File: config.mk
export PLATFORM = sky130hd
export DESIGN_NAME = serializer_tx_scheduler
export DESIGN_NICKNAME = d
export VERILOG_FILES = /design/src/rtl/serializer_tx_scheduler.sv
export SDC_FILE = /design/constraint.sdc
export NUM_CORES = 1
export LEC_CHECK = 0
export CAP_MARGIN = 20
export CORE_MARGIN = 5
export CORE_UTILIZATION = 46
export CTS_CLUSTER_DIAMETER = 60
export CTS_CLUSTER_SIZE = 25
export DETAILED_ROUTE_END_ITERATION = 16
export GPL_TIMING_DRIVEN = 0
export PLACE_DENSITY = 0.83
export REMOVE_ABC_BUFFERS = 1
export SLEW_MARGIN = 5
export SYNTH_ARGS = -nofsm -noshare
export SYNTH_HDL_FRONTEND = slang
export SYNTH_SLANG_ARGS = --single-unit
File: constraint.sdc
create_clock -name clk -period 5.2 [get_ports clk]
set_input_delay 1.04 -clock clk [delete_from_list [all_inputs] [get_ports clk]]
set_output_delay 1.04 -clock clk [all_outputs]
set_load 0.03 [all_outputs]
File: src/rtl/serializer_tx_scheduler.sv
// Round-robin scheduler that frames one requester word per grant (SOF, ID, payload)
// and drives it two bits per cycle onto the serializer's lane pair.
module serializer_tx_scheduler #(
  parameter int NUM_REQ = 4,
  parameter int WORD_W  = 8,
  parameter int GAP_CYC = 1
) (
  input  logic                        clk,
  input  logic                        reset,
  input  logic                        en,
  input  logic [NUM_REQ-1:0]          req_valid,
  input  logic [NUM_REQ*WORD_W-1:0]   req_data,
  output logic [NUM_REQ-1:0]          req_ready,
  output logic                        lane1_o,
  output logic                        lane2_o,
  output logic                        busy_o,
  output logic [((NUM_REQ <= 2) ? 1 : $clog2(NUM_REQ))-1:0] grant_id_o
);

  localparam int IDW     = (NUM_REQ <= 2) ? 1 : $clog2(NUM_REQ);
  localparam int ID_CYC  = (IDW + 1) / 2;
  localparam int DAT_CYC = WORD_W / 2;
  localparam int ID_PAD  = 2 * ID_CYC;
  localparam int MAXC    = (ID_CYC > DAT_CYC) ? ((ID_CYC > GAP_CYC) ? ID_CYC : GAP_CYC)
                                              : ((DAT_CYC > GAP_CYC) ? DAT_CYC : GAP_CYC);
  localparam int CNT_W   = $clog2(MAXC + 1);

  typedef enum logic [2:0] {S_IDLE, S_SOF, S_ID, S_DATA, S_GAP} state_t;

  state_t             r_state, w_state_n;
  logic [CNT_W-1:0]   r_cnt, w_cnt_n;
  logic [ID_PAD-1:0]  r_id_sh, w_id_sh_n;
  logic [WORD_W-1:0]  r_word_sh, w_word_sh_n;
  logic [IDW-1:0]     r_last, r_gid, w_gid_n;
  logic               r_lane1, r_lane2, r_busy;
  logic               w_lane1_n, w_lane2_n;
  logic               w_found, w_accept;
  logic [IDW-1:0]     w_gnt_idx;
  logic [WORD_W-1:0]  w_sel_word;

  // Search starts one past the last winner so every valid requester gets a turn.
  always_comb begin
    w_found   = 1'b0;
    w_gnt_idx = '0;
    for (int unsigned i = 1; i <= NUM_REQ; i++) begin
      int unsigned k;
      k = (int'(r_last) + i) % NUM_REQ;
      if (!w_found && req_valid[k]) begin
        w_found   = 1'b1;
        w_gnt_idx = IDW'(k);
      end
    end
  end

  assign w_accept   = (r_state == S_IDLE) && en && !reset && w_found;
  assign w_sel_word = req_data[w_gnt_idx*WORD_W +: WORD_W];
  assign req_ready  = w_accept ? (NUM_REQ'(1) << w_gnt_idx) : '0;

  // State names the phase currently on the lanes; lane values for the next phase
  // are computed here so the outputs can be registered without an extra cycle.
  always_comb begin
    w_state_n   = r_state;
    w_cnt_n     = r_cnt;
    w_id_sh_n   = r_id_sh;
    w_word_sh_n = r_word_sh;
    w_gid_n     = r_gid;
    w_lane1_n   = 1'b0;
    w_lane2_n   = 1'b0;
    unique case (r_state)
      S_IDLE: begin
        if (w_accept) begin
          w_state_n   = S_SOF;
          w_id_sh_n   = ID_PAD'(w_gnt_idx);
          w_word_sh_n = w_sel_word;
          w_gid_n     = w_gnt_idx;
          w_lane1_n   = 1'b1;
        end
      end
      S_SOF: begin
        w_state_n = S_ID;
        w_cnt_n   = '0;
        w_lane1_n = r_id_sh[0];
        w_lane2_n = r_id_sh[1];
        w_id_sh_n = r_id_sh >> 2;
      end
      S_ID: begin
        if (r_cnt == CNT_W'(ID_CYC - 1)) begin
          w_state_n   = S_DATA;
          w_cnt_n     = '0;
          w_lane1_n   = r_word_sh[0];
          w_lane2_n   = r_word_sh[1];
          w_word_sh_n = r_word_sh >> 2;
        end else begin
          w_cnt_n   = r_cnt + 1'b1;
          w_lane1_n = r_id_sh[0];
          w_lane2_n = r_id_sh[1];
          w_id_sh_n = r_id_sh >> 2;
        end
      end
      S_DATA: begin
        if (r_cnt == CNT_W'(DAT_CYC - 1)) begin
          w_cnt_n   = '0;
          w_state_n = (GAP_CYC > 0) ? S_GAP : S_IDLE;
        end else begin
          w_cnt_n     = r_cnt + 1'b1;
          w_lane1_n   = r_word_sh[0];
          w_lane2_n   = r_word_sh[1];
          w_word_sh_n = r_word_sh >> 2;
        end
      end
      S_GAP: begin
        if (r_cnt == CNT_W'(GAP_CYC - 1)) begin
          w_cnt_n   = '0;
          w_state_n = S_IDLE;
        end else begin
          w_cnt_n = r_cnt + 1'b1;
        end
      end
      default: w_state_n = S_IDLE;
    endcase
  end

  always_ff @(posedge clk) begin
    if (reset) begin
      r_state   <= S_IDLE;
      r_cnt     <= '0;
      r_id_sh   <= '0;
      r_word_sh <= '0;
      r_last    <= IDW'(NUM_REQ - 1);
      r_gid     <= '0;
      r_lane1   <= 1'b0;
      r_lane2   <= 1'b0;
      r_busy    <= 1'b0;
    end else begin
      r_state   <= w_state_n;
      r_cnt     <= w_cnt_n;
      r_id_sh   <= w_id_sh_n;
      r_word_sh <= w_word_sh_n;
      r_gid     <= w_gid_n;
      r_lane1   <= w_lane1_n;
      r_lane2   <= w_lane2_n;
      r_busy    <= (w_state_n != S_IDLE);
      if (w_accept) r_last <= w_gnt_idx;
    end
  end

  assign lane1_o    = r_lane1;
  assign lane2_o    = r_lane2;
  assign busy_o     = r_busy;
  assign grant_id_o = r_gid;

endmodule

==> key figures, run 1 <==
Power and ir drop
  • Worst vdd ir: roughly 0.12 mV
  • Net Sw Power: about 0.14 mW
  • Clock share of power: 0.184
  • Leak: about 0.77 nW
  • Internal Power: 0.2985 mW
  • Combinational power share: 0.342
  • Sw frac: 0.3251
  • Power per cell area: 213.6 mW/mm^2
  • Reg power frac: 0.474

Logic synthesis
  • Distinct cells, synth: 60
  • Share of the synthesized area in the top cell type: 0.2873
  • Synth warnings: 0
  • Mean Syn Cell Area: ~8.4 sq um
  • Ys async rst share: 0
  • Sequential-to-total area share from yosys stat: 0.2873
  • Synth top area cells: dfxtp_1 (29%), nor2_1 (5.6%), a21oi_1 (3.4%), ha_1 (3.1%), o21ai_0 (2.8%)
  • Post-Syn Area: ~0.0016 sq mm
  • Flops & latches, synth: 23
  • Synth area leader: dfxtp_1
  • Synth Instances: 190
  • Number of synthesized flops with an enable pin: 0
  • Top_reg_cell synth: dfxtp_1

Detailed routing
  • DRT Wirelength: 3.964 mm
  • Vias per cell: approximately 5.6
  • Routed via count: 1546
  • Routed WL per cell: between 10 and 15 um
  • Final ANT Viol Nets: 0
  • # DRC: 0
  • DR iter-0 viols: 119
  • TritonRoute pass-1 iters: 4

Worst setup path
  • Crit path buffers/inverters: 2
  • Critical Path, Cell by Cell: clkdlybuf4s50_1, o41ai_2, or3_4, nor3_2, nand2_1, nor2_1, clkdlybuf4s50_1
  • CP startpoint kind: input port
  • Critical Path AT: 3600 ps
  • CP delay by family, top: buffers and inverters
  • CP Data Required Time: roughly 4200 ps
  • Top cell by count, worst path: clkdlybuf4s50_1
  • Max FO, Critical Path: 10
  • Crit end category: primary output
  • CP max stage delay: roughly 700 ps
  • Setup CP Type: in -> out
  • Slowest stage cell, crit path: clkdlybuf4s50_1

Status
  • Status: finished, final reports clean

Die
  • DIE HEIGHT: 69.03 um
  • Initial Utilization: 0.4766
  • Ports: 48
  • Chip width: 69.03 um
  • Num rows: 21
  • Core Area: ~0.0034 sq mm
  • Die area: ~0.0048 sq mm

STA
  • Slew Limit Fails: 0
  • Max Clock Freq: 0.2156 GHz
  • Final setup TNS: 0 ps
  • Final setup fails: 0
  • RSZ-0062 raised after global routing: no
  • Slew HR: 0.4510
  • Period utilization: 0.8920
  • Hold Fails Final Rpt: 0
  • Final min period: around 4600 ps
  • Final Worst Setup Slack: about 560 ps
  • Measured slew at the worst slew-check pin: ~820 ps
  • Clock Skew: about 1.4 ps

Clock network
  • Clock-pin slew on the worst setup and hold paths: ~110 ps
  • Post-CTS Setup Bufs: 0
  • Later-pin clock latency in the skew report: approximately 310 ps
  • Clock root buffer: clkbuf_4
  • H-tree level count: 1
  • Hold-fix buffers, CTS: 0
  • TritonCTS clock tree: built
  • CTS max path bufs: 2
  • Total CTS buffers: 3
  • Clock sinks: 23
  • PostCTS Resize Cnt: 0

Place
  • PortBufs: between 40 and 50
  • GP Congestion: ~0.89
  • HPWL Detailed: 3.041 mm
  • Dpl ws: between 500 and 600 ps

Final layout
  • Most frequent cells in the layout: clkdlybuf4s50_1 (47), nor2_1 (24), dfxtp_1 (23), inv_1 (12)
  • Fillers: between 300 and 400
  • Ant. Diodes: 0
  • Share of layout cells above drive strength 1: 0.1087
  • Syn-to-layout area delta: 29.20%
  • Commonest non-fill, non-tap cell in the layout: clkdlybuf4s50_1
  • Multi-input logic area: roughly 0.001 sq mm
  • Reg area: about 460 sq um
  • Nets@finish: 274

Global routing
  • Initial antenna violation count: 0
  • Vias in the first global route: between 1k and 1.5k
  • Largest net degree at the start of global routing: 21
  • First-pass GRT wire length: approximately 6.4 mm
  • GRT Resource Usage Total: 0.1563
  • GRT overflow: 0

Flow run
  • Max Cap Viol: 0

Min path
  • Hold Crit Class: reg -> reg
registers in the layout, summed over array words and instances, names as in the netlist:
register / cells
lane2_o: 1
r_word_sh: 8
busy_o: 1
r_state: 3
lane1_o: 1
grant_id_o: 2
r_last: 2
r_id_sh: 2
r_cnt: 3
layer usage:
metal	part of all wire	global-route usage	up-vias	wire, um
met4	0.0076	0.03254	0	30
met5	0	0	-	0
li1	-	-	783	-
met3	0.063	0.04070	4	251
met2	0.45	0.2320	45	1786
met1	0.48	0.2263	714	1896
kinds of logic (layout without fill, tap and decap cells):
group | after synthesis | in the layout | share of synthesized area
muxes | 3 | 3 | 0.01952
and+or+nand+nor | 71 | 71 | 0.2404
DFF | 23 | 23 | 0.2873
buffers and inverters | 23 | 63 | 0.08196
AOI/OAI and AO/OA | 65 | 65 | 0.3341
adders and majority gates | 4 | 4 | 0.03123
xor gates and xnor gates | 1 | 1 | 0.005465
final timing paths:
check	startpoint	to	slack [ps]	cells past startpoint
setup / recovery	req_valid[1]	req_ready[0]	560	7
hold / removal	r_id_sh[1]	r_id_sh[1]	480	1
setup reg to reg	r_state[0]	r_word_sh[5]	3130	4
hold reg to reg	r_id_sh[1]	r_id_sh[1]	480	1
Yosys cell counts, drive strengths merged, types with 2 or more instances:
| library cell | n |
|---|---|
| o22ai | 3 |
| o21ai | 11 |
| a22oi | 6 |
| nor2b | 4 |
| and3 | 2 |
| inv | 12 |
| o221ai | 4 |
| and2 | 2 |
| nor3 | 7 |
| a221oi | 7 |
| a21oi | 13 |
| or2 | 2 |
| and2b | 2 |
| mux2i | 2 |
| nand2 | 11 |
| and4 | 2 |
| dfxtp | 23 |
| a31oi | 4 |
| a2111oi | 5 |
| nor2 | 25 |
| clkbuf | 3 |
| ha | 4 |
| or3 | 2 |
| nand2b | 7 |
| buf | 7 |
power groups by stage:
| stage | Sequential [mW] | Combinational (mW) | Clock, mW |
|---|---|---|---|
| 6_report | 0.210 | 0.151 | 0.0815 |
| 4_1_cts | 0.209 | 0.152 | 0.0823 |
| 5_1_grt | 0.212 | 0.166 | 0.0900 |
| 2_1_floorplan | 0.213 | 0.0883 | 0 |
| 3_3_place_gp | 0.212 | 0.149 | 0 |
| 3_5_place_dp | 0.213 | 0.151 | 0 |
per-stage QoR:
| step | cell area, sq um | utilization | instances | power, mW | hold slack, ps |
|---|---|---|---|---|---|
| 6_report | 2071 | 0.6157 | 276 | 0.4424 | 484.8 |
| 5_1_grt | 2071 | 0.6157 | 276 | 0.4678 | 501.5 |
| 4_1_cts | 2071 | 0.6157 | 276 | 0.4430 | 485.8 |
| 3_5_place_dp | 2044 | 0.6079 | 272 | 0.3639 | 457.5 |
| 3_3_place_gp | 2044 | 0.6079 | 272 | 0.3610 | 455.4 |
| 2_1_floorplan | 1516 | - | 179 | 0.3015 | 427.1 |
final cells by class:
type                            count  share of cell area
Tap cell                           46             0.02779
Clock buffer                        4             0.01269
Sequential cell                    23              0.2224
Timing Repair Buffer               47              0.2272
Inverter                           12             0.02175
Multi-Input combinational cell    144              0.4882
Note: power is estimated with default switching activity, not from simulation.
==> run 2, diff against run 1 <==
--- a/config.mk
+++ b/config.mk
@@ -6,7 +6,8 @@
 export NUM_CORES = 1
 export LEC_CHECK = 0
 export CAP_MARGIN = 20
-export CORE_MARGIN = 5
+export CORE_ASPECT_RATIO = 1.4
+export CORE_MARGIN = 1.5
 export CORE_UTILIZATION = 46
 export CTS_CLUSTER_DIAMETER = 60
 export CTS_CLUSTER_SIZE = 25
==> key figures, run 2 (synthesized netlist as in run 1, its figures left out) <==
Global routing
  • Initial antenna violation count: 0
  • Largest net degree at the start of global routing: 21
  • GRT Resource Usage Total: 0.2204
  • GRT overflow: 0
  • Vias in the first global route: approximately 1.5k
  • First-pass GRT wire length: 6.486 mm

Final layout
  • Share of layout cells above drive strength 1: 0.1087
  • Layout Cells excl Fill: 270
  • Fillers: slightly below 300
  • Commonest non-fill, non-tap cell in the layout: clkdlybuf4s50_1
  • Ant. Diodes: 0
  • Syn-to-layout area delta: 29.90%
  • Most frequent cells in the layout: clkdlybuf4s50_1 (47), nor2_1 (24), dfxtp_1 (23), inv_1 (12)
  • Largest registers: r_word_sh x8, r_cnt x3, r_state x3
  • Max reg flops: 8
  • Largest Register: r_word_sh
  • Nets@finish: between 200 and 300

Detailed routing
  • # DRC: 0
  • Routed via count: approximately 1.6k
  • TritonRoute pass-1 iters: 4
  • DR iter-0 viols: between 40 and 50
  • Routed WL per cell: about 15 um
  • Final ANT Viol Nets: 0
  • DRT Wirelength: just under 4 mm
  • Vias per cell: 5.837

Power and ir drop
  • Worst vdd ir: roughly 0.13 mV
  • Power per cell area: approximately 230 mW/mm^2
  • Reg power frac: 0.445
  • Net Sw Power: about 0.15 mW
  • Sw frac: 0.3152
  • Leak: a little under 0.8 nW
  • Clock share of power: 0.234
  • Combinational power share: 0.321
  • Internal Power: ~0.32 mW

Worst setup path
  • Critical Path, Cell by Cell: clkdlybuf4s50_1, or4b_4, nor3_1, clkdlybuf4s50_1
  • Slowest stage cell, crit path: clkdlybuf4s50_1
  • Critical Path AT: about 3600 ps
  • Top cell by count, worst path: clkdlybuf4s50_1
  • CP startpoint kind: input port
  • Max FO, Critical Path: 20
  • CP max stage delay: 840 ps
  • Setup CP Type: in -> out
  • Crit end category: primary output
  • CP Data Required Time: roughly 4200 ps

STA
  • Hold Fails Final Rpt: 0
  • Max Clock Freq: roughly 0.22 GHz
  • Final setup fails: 0
  • Final min period: around 4600 ps
  • Measured slew at the worst slew-check pin: 842.3 ps
  • Clock Skew: approximately 1.1 ps
  • Slew HR: 0.4367
  • RSZ-0062 raised after global routing: no
  • Period utilization: 0.8926
  • Final setup TNS: 0 ps
  • Slew Limit Fails: 0

Die
  • Num rows: 25
  • Initial Utilization: 0.4789
  • Die area: approximately 0.0039 sq mm
  • DIE HEIGHT: between 70 and 80 um
  • Core Area: 0.003347 sq mm
  • Chip width: 52.89 um
  • Ports: 48

Place
  • Placed cells: roughly 270
  • HPWL Detailed: about 3 mm
  • GP Congestion: about 0.8
  • PortBufs: 47

Clock network
  • Clock root buffer: clkbuf_8
  • Clock-pin slew on the worst setup and hold paths: ~80 ps
  • PostCTS Resize Cnt: 0
  • Total CTS buffers: 3
  • Post-CTS Setup Bufs: 0
  • Later-pin clock latency in the skew report: between 200 and 300 ps
  • CTS max path bufs: 2
  • H-tree level count: 1
  • Hold-fix buffers, CTS: 0
  • TritonCTS clock tree: built
  • Clock sinks: 23

Min path
  • Hold Crit Class: reg -> reg

Status
  • Status: finished, final reports clean

Flow run
  • Max Cap Viol: 0
run 2: worst paths after layout:
kind	to	cells past startpoint	startpoint	slack [ps]
setup / recovery	req_ready[2]	4	reset	560
hold reg to reg	r_id_sh[1]	1	r_id_sh[1]	500
hold / removal	r_id_sh[1]	1	r_id_sh[1]	500
setup reg to reg	r_word_sh[5]	4	r_state[0]	3110
run 2: critical path, delay by kind of cell:
family                 cells  cell delay, ps
AND/OR/NAND/NOR            2            1020
buffers and inverters      2            1540
run 2: cell type report:
class / count / area, sq um / area share
Clock buffer: 4 / 45.04 / 0.02163
Inverter: 12 / 45.04 / 0.02163
Multi-Input combinational cell: 144 / 1011 / 0.4856
Sequential cell: 23 / 460.4 / 0.2212
Tap cell: 40 / 50.05 / 0.02404
Timing Repair Buffer: 47 / 470.5 / 0.2260
run 2: per-stage QoR:
stage                     utilization  worst slack (ps)  hold slack [ps]  instance area, sq um  power, mW
after CTS                      0.6221             567.3            507.2                  2082     0.4749
after floorplan                     -              1747            427.1                  1516     0.3015
after global routing           0.6221             433.8            521.2                  2082     0.4998
final                          0.6221             558.6            497.6                  2082     0.4720
after detailed placement       0.6086             563.4            488.9                  2037     0.3652
after global placement         0.6086             574.3            479.7                  2037     0.3612
run 2: power groups by stage:
stage,clock network (mW),logic [mW],registers [mW]
final,0.110,0.152,0.210
after floorplan,0,0.0883,0.213
after global placement,0,0.148,0.213
after CTS,0.113,0.152,0.210
after global routing,0.120,0.168,0.213
after detailed placement,0,0.151,0.214
run 2: metal layers:
| layer | global-route usage | vias to the layer above | part of all wire |
|---|---|---|---|
| li1 | - | 784 | - |
| met1 | 0.2628 | 719 | 0.42 |
| met2 | 0.3917 | 64 | 0.49 |
| met3 | 0.02459 | 9 | 0.065 |
| met4 | 0.08832 | 0 | 0.025 |
| met5 | 0 | - | 0 |
